File: src/rtl/fifo_arb_pkg.sv
// Shared types and widths for the FIFO write-port arbiter.
// The state enum is used by the top-level controller; widths are shared with the picker.
package fifo_arb_pkg;

    typedef enum logic {
        IDLE = 1'b0,
        OWN  = 1'b1
    } arb_state_t;

    localparam int GRANT_ID_W  = 3;
    localparam int BURST_CNT_W = 4;

endpackage

File: src/rtl/fifo_write_arbiter_rr_pick.sv
// Combinational round-robin picker: first set bit of (req & ~mask) searching
// upward from ptr+1 with wrap-around modulo N_REQ.
module rr_pick
    import fifo_arb_pkg::*;
#(
    parameter int N_REQ = 4
) (
    input  logic [N_REQ-1:0]      req,
    input  logic [GRANT_ID_W-1:0] ptr,
    input  logic [N_REQ-1:0]      mask,
    output logic                  found,
    output logic [GRANT_ID_W-1:0] index
);

    logic [N_REQ-1:0] cand;
    logic [7:0]       cand_ext;
    logic [3:0]       sum;
    logic [2:0]       idx;

    assign cand     = req & ~mask;
    assign cand_ext = 8'(cand);

    // Scan from the farthest distance to the nearest so the nearest hit is written last.
    always_comb begin
        found = 1'b0;
        index = '0;
        sum   = '0;
        idx   = '0;
        for (int k = N_REQ; k >= 1; k--) begin
            sum = {1'b0, ptr} + 4'(k);
            if (sum >= 4'(N_REQ)) begin
                sum = sum - 4'(N_REQ);
            end
            idx = sum[2:0];
            if (cand_ext[idx]) begin
                found = 1'b1;
                index = GRANT_ID_W'(idx);
            end
        end
    end

endmodule

File: src/rtl/fifo_write_arbiter.sv
// Round-robin burst arbiter sharing one FIFO write port between N_REQ producers.
// Accepted words pass straight through combinationally to the FIFO on the same edge.
module fifo_write_arbiter
    import fifo_arb_pkg::*;
#(
    parameter int N_REQ     = 4,
    parameter int DATA_W    = 32,
    parameter int MAX_BURST = 4
) (
    input  logic                      Clk,
    input  logic                      Rst,
    input  logic [N_REQ-1:0]          req_valid,
    input  logic [N_REQ*DATA_W-1:0]   req_data,
    output logic [N_REQ-1:0]          req_ready,
    input  logic                      fifo_full,
    output logic                      fifo_wr,
    output logic                      fifo_en,
    output logic [DATA_W-1:0]         fifo_data,
    output logic [GRANT_ID_W-1:0]     grant_id,
    output logic                      busy
);

    arb_state_t             state_reg, state_next;
    logic [GRANT_ID_W-1:0]  grant_id_reg, grant_id_next;
    logic [BURST_CNT_W-1:0] burst_cnt_reg, burst_cnt_next;
    logic [GRANT_ID_W-1:0]  rr_ptr_reg, rr_ptr_next;
    logic                   fifo_en_reg;

    logic [7:0]             valid_ext;
    logic [DATA_W-1:0]      words [8];
    logic [N_REQ-1:0]       owner_mask;
    logic                   owner_valid;
    logic                   xfer;
    logic                   last_beat;
    logic                   idle_found, hand_found;
    logic [GRANT_ID_W-1:0]  idle_idx, hand_idx;

    // Pad producers out to 8 so a 3-bit grant_id can index without width games.
    generate
        for (genvar gi = 0; gi < 8; gi++) begin : g_unpack
            if (gi < N_REQ) begin : g_live
                assign valid_ext[gi] = req_valid[gi];
                assign words[gi]     = req_data[gi*DATA_W +: DATA_W];
            end else begin : g_pad
                assign valid_ext[gi] = 1'b0;
                assign words[gi]     = '0;
            end
        end
        for (genvar gi = 0; gi < N_REQ; gi++) begin : g_ready
            assign owner_mask[gi] = (grant_id_reg == GRANT_ID_W'(gi));
            assign req_ready[gi]  = xfer & owner_mask[gi];
        end
    endgenerate

    assign busy        = (state_reg == OWN);
    assign owner_valid = valid_ext[grant_id_reg];
    assign xfer        = busy & owner_valid & ~fifo_full & ~Rst;
    assign last_beat   = (burst_cnt_reg == BURST_CNT_W'(MAX_BURST - 1));
    assign fifo_wr     = xfer;
    assign fifo_en     = fifo_en_reg;
    assign fifo_data   = (busy & ~Rst) ? words[grant_id_reg] : '0;
    assign grant_id    = grant_id_reg;

    rr_pick #(.N_REQ(N_REQ)) u_idle_pick (
        .req   (req_valid),
        .ptr   (rr_ptr_reg),
        .mask  ('0),
        .found (idle_found),
        .index (idle_idx)
    );

    rr_pick #(.N_REQ(N_REQ)) u_hand_pick (
        .req   (req_valid),
        .ptr   (rr_ptr_reg),
        .mask  (owner_mask),
        .found (hand_found),
        .index (hand_idx)
    );

    always_ff @(posedge Clk) begin
        if (Rst) begin
            state_reg     <= IDLE;
            grant_id_reg  <= '0;
            burst_cnt_reg <= '0;
            rr_ptr_reg    <= GRANT_ID_W'(N_REQ - 1);
            fifo_en_reg   <= 1'b0;
        end else begin
            state_reg     <= state_next;
            grant_id_reg  <= grant_id_next;
            burst_cnt_reg <= burst_cnt_next;
            rr_ptr_reg    <= rr_ptr_next;
            fifo_en_reg   <= 1'b1;
        end
    end

    // FULL only stalls: it neither releases the grant nor advances the burst count.
    always_comb begin
        state_next     = state_reg;
        grant_id_next  = grant_id_reg;
        burst_cnt_next = burst_cnt_reg;
        rr_ptr_next    = rr_ptr_reg;
        case (state_reg)
            IDLE: begin
                if (idle_found) begin
                    state_next     = OWN;
                    grant_id_next  = idle_idx;
                    burst_cnt_next = '0;
                    rr_ptr_next    = idle_idx;
                end
            end
            OWN: begin
                if ((xfer && last_beat) || !owner_valid) begin
                    burst_cnt_next = '0;
                    if (hand_found) begin
                        grant_id_next = hand_idx;
                        rr_ptr_next   = hand_idx;
                    end else begin
                        state_next = IDLE;
                    end
                end else if (xfer) begin
                    burst_cnt_next = burst_cnt_reg + 1'b1;
                end
            end
            default: state_next = IDLE;
        endcase
    end

endmodule

File: config.mk
export PLATFORM = sky130hd
export DESIGN_NAME = fifo_write_arbiter
export DESIGN_NICKNAME = d
export VERILOG_FILES = /design/src/rtl/fifo_arb_pkg.sv /design/src/rtl/fifo_write_arbiter_rr_pick.sv /design/src/rtl/fifo_write_arbiter.sv
export SDC_FILE = /design/constraint.sdc
export NUM_CORES = 1
export LEC_CHECK = 0
export CAP_MARGIN = 20
export CORE_MARGIN = 2
export CORE_UTILIZATION = 37
export CTS_BUF_LIST = sky130_fd_sc_hd__clkbuf_8
export DETAILED_ROUTE_END_ITERATION = 12
export HOLD_SLACK_MARGIN = 0.15
export PLACE_DENSITY = 0.9
export SYNTH_ARGS = -nofsm -noshare
export SYNTH_HDL_FRONTEND = slang
export SYNTH_SLANG_ARGS = --single-unit
File: constraint.sdc
create_clock -name Clk -period 5.3 [get_ports Clk]
set_input_delay 1.325 -clock Clk [delete_from_list [all_inputs] [get_ports Clk]]
set_output_delay 1.325 -clock Clk [all_outputs]
set_load 0.05 [all_outputs]
==> impl_metrics.tcl <==
set metrics [dict create \
    yosysUniqueCellTypes 54 \
    status "complete, no violations" \
    cts_htree_levels 1 \
    seqCellArea_um2 223 \
    firstDrtPassIters 4 \
    cp.arrival_ns 3.45 \
    multi_input_area_um2 1740 \
    wl_met2_mm 4.80 \
    viasPerCell 5.72 \
    power.leakage_nw 1.55 \
    cpLargestDelayFamily "buffers and inverters" \
    clk_latency_ns 0.24 \
    ir_drop_v 0.000172 \
    first_global_vias 2479 \
    crit_type "in -> out" \
    io_buffers 176 \
    timing.final.hold_violations 0 \
    p_int_mw 0.644 \
    power_density_nw_per_um2 311 \
    rows 27 \
    seq_area_frac_synth 0.103 \
    die_area_um2 6420 \
    synth_common_cells "35 x mux4_2, 33 x and3_1, 20 x nand2_1" \
    cts.sinks 11 \
    crit_path_top_delay_cell "clkdlybuf4s50_1" \
    tritoncts "yes" \
    startpoint_type "input pin" \
    max_stage_delay_ns 0.53 \
    route.met3.wl_um 942 \
    synthAdderAreaFrac 0.0175 \
    timing.hold.ws_ns 0.515 \
    switching_share 0.480 \
    synth_seq_cells 11 \
    skew_ns 0.00521 \
    critPathRequiredTime_ns 3.97 \
    sequentialPowerShare 0.153 \
    grtUsageTotal 0.262 \
    maxSlewHeadroom 0.374 \
    syn_avg_cell_area_um2 9.75 \
    n_fill_cell 401 \
    rsz0062_at_grt "no" \
    synthXorXnorAreaFrac 0.0204 \
    drt-wirelength-per-cell_um 20.0 \
    period_minus_slack_ns 4.78 \
    die_x_um 80.1 \
    synth_top_flop_cell "dfxtp_1" \
    drc 0 \
    place.gp.congestion 0.888 \
    synth_edf_count 0 \
    synth.area.mux_share 0.406 \
    io_pins 177 \
    num_vias 2604 \
    cts_setup_buffers 0 \
    cts_buffers 3 \
    cp_max_fo 20 \
    wl_mm 9.11 \
    setup_viol 0 \
    combPwrFrac 0.781 \
    path_common_cell "nand2_1" \
    synth_top_area_frac 0.368 \
    synth_top_family_by_area "multiplexers" \
    yosysTopAreaCell "mux4_2" \
    route.top_layer_used "met4" \
    async_reset_ff_frac 0 \
    synth_area_um2 2140 \
    drive_above_1_share 0.170 \
    ctsResizeCount 0 \
    initial_utilization 0.387 \
    met1_length_mm 3.22 \
    ant_nets 0 \
    crit_chain "clkdlybuf4s50_1 -> inv_1 -> buf_4 -> nand2_1 -> nor2_1 -> nand2_1 -> inv_1 -> nand2_1 -> nor3_1 -> buf_12" \
    antenna_found_initial 0 \
    grt_max_degree 41 \
    synth-compound-area-share 0.135 \
    ctsHoldBuffers 0 \
    detailedRoute.firstIterationViolations 94 \
    dp_hpwl_mm 7.44 \
    setup_tns_ns 0 \
    syn-num-nets 358 \
    ys_top_cells_by_area "mux4_2 37%, dfxtp_1 10%, and3_1 9.6%, nand2_1 3.5%, mux2i_1 2.8%" \
    worstHoldPathType "reg -> reg" \
    cts_root_buf "clkbuf_8" \
    fmax_mhz 209 \
    core_area_um2 5540 \
    fin_crit_sh 0.901 \
    end_kind "output pin" \
    die_h_um 80.1 \
    critical_path_buf_inv_count 5 \
    num_antenna_cells 0 \
    syn_inst 220 \
    nNetsFinal 522 \
    worst_slew_pin_slew_ns 0.940 \
    yosys_warnings 0 \
    grt_pass1_wl_mm 13.0 \
    clockBufferDepth 2 \
    clk_pin_slew_worst_paths_ns 0.05 \
    p_sw_mw 0.595 \
    synth-simple-area-share 0.232 \
    drv_slew 0 \
    yosysMostFrequentCell "mux4_2" \
    overflow 0 \
    area_growth_pct 85.8 \
    power.share.clock 0.067 \
    drv_cap 0 \
    largest_register_ffs 4 \
]
-- placed cells by master, fill, tap and decap left out, types with 2 or more instances in the layout --
cell             netlist  layout
a31oi_1                7       7
clkdlybuf4s50_1        0     171
mux2_2                 2       2
inv_1                  8       8
nand3b_1               2       2
nand2b_1               3       3
dfxtp_2                0       2
buf_12                 0       6
a41o_1                 2       2
nor2_1                14      13
o21ai_0                5       5
xnor2_1                2       2
nand2_1               20      20
mux2i_1                6       6
a21oi_1                9       9
dfxtp_1               11       9
xor2_1                 3       3
clkbuf_8               4       3
nand4_1                2       2
mux4_2                35      35
ha_1                   3       3
nor3_1                 2       2
buf_4                  2       3
and3_1                33      33
a211o_1                3       3
-- power groups by stage --
stage	clock, mW	sequential (mW)	combinational [mW]
after global placement	0	0.189	0.938
after floorplan	0	0.136	0.747
after global routing	0.0889	0.197	1.02
after detailed placement	0	0.191	0.957
after CTS	0.0851	0.189	0.964
final	0.0825	0.189	0.967
-- cell families after synthesis --
family          Yosys count
compound gates           41
buf+inv                  29
xor+xnor                  5
fa+ha+maj                 3
mux                      43
simple gates             88
flops                    11
-- worst register-to-register path, delay by kind of cell, from the launching register on --
kind	cells	cell delay (ns)
AOI/OAI and AO/OA	2	0.43
adders and majority gates	1	0.64
buffers and inverters	2	0.33
DFF	1	0.91
muxes	1	0.59
and+or+nand+nor	2	0.64
-- final timing paths --
kind / from / end / slack [ns] / cells after the start
setup / recovery: Rst / req_ready[1] / 0.52 / 10
hold / removal: burst_cnt_reg[1]$_SDFFE_PP0P_ / burst_cnt_reg[1]$_SDFFE_PP0P_ / 0.51 / 2
setup reg to reg: rr_ptr_reg[0]$_SDFFE_PP1P_ / grant_id[1]$_SDFFE_PP0P_ / 1.70 / 8
hold reg to reg: burst_cnt_reg[1]$_SDFFE_PP0P_ / burst_cnt_reg[1]$_SDFFE_PP0P_ / 0.51 / 2
-- per-layer routing --
metal,vias up,GRT usage
li1,1194,-
met1,1251,0.301
met2,149,0.483
met3,10,0.0787
met4,0,0.0424
met5,-,0
-- area by class of cell --
cell class / instances / area share
Sequential cell: 11 / 0.0559
Inverter: 8 / 0.00754
Multi-Input combinational cell: 180 / 0.437
Tap cell: 72 / 0.0226
Clock buffer: 3 / 0.0104
Timing Repair Buffer: 180 / 0.465
Clock inverter: 1 / 0.00126
-- per-stage QoR --
| stage | util | area [um^2] | total power [mW] | setup WS [ns] | cells |
|---|---|---|---|---|---|
| finish | 0.719 | 3980 | 1.24 | 0.523 | 455 |
| global placement | 0.711 | 3940 | 1.13 | 0.585 | 451 |
| floorplan | - | 2140 | 0.883 | 0.521 | 220 |
| CTS | 0.719 | 3980 | 1.24 | 0.521 | 455 |
| global route | 0.719 | 3980 | 1.31 | 0.301 | 455 |
| detailed placement | 0.711 | 3940 | 1.15 | 0.533 | 451 |
Note: power is estimated with default switching activity, not from simulation.
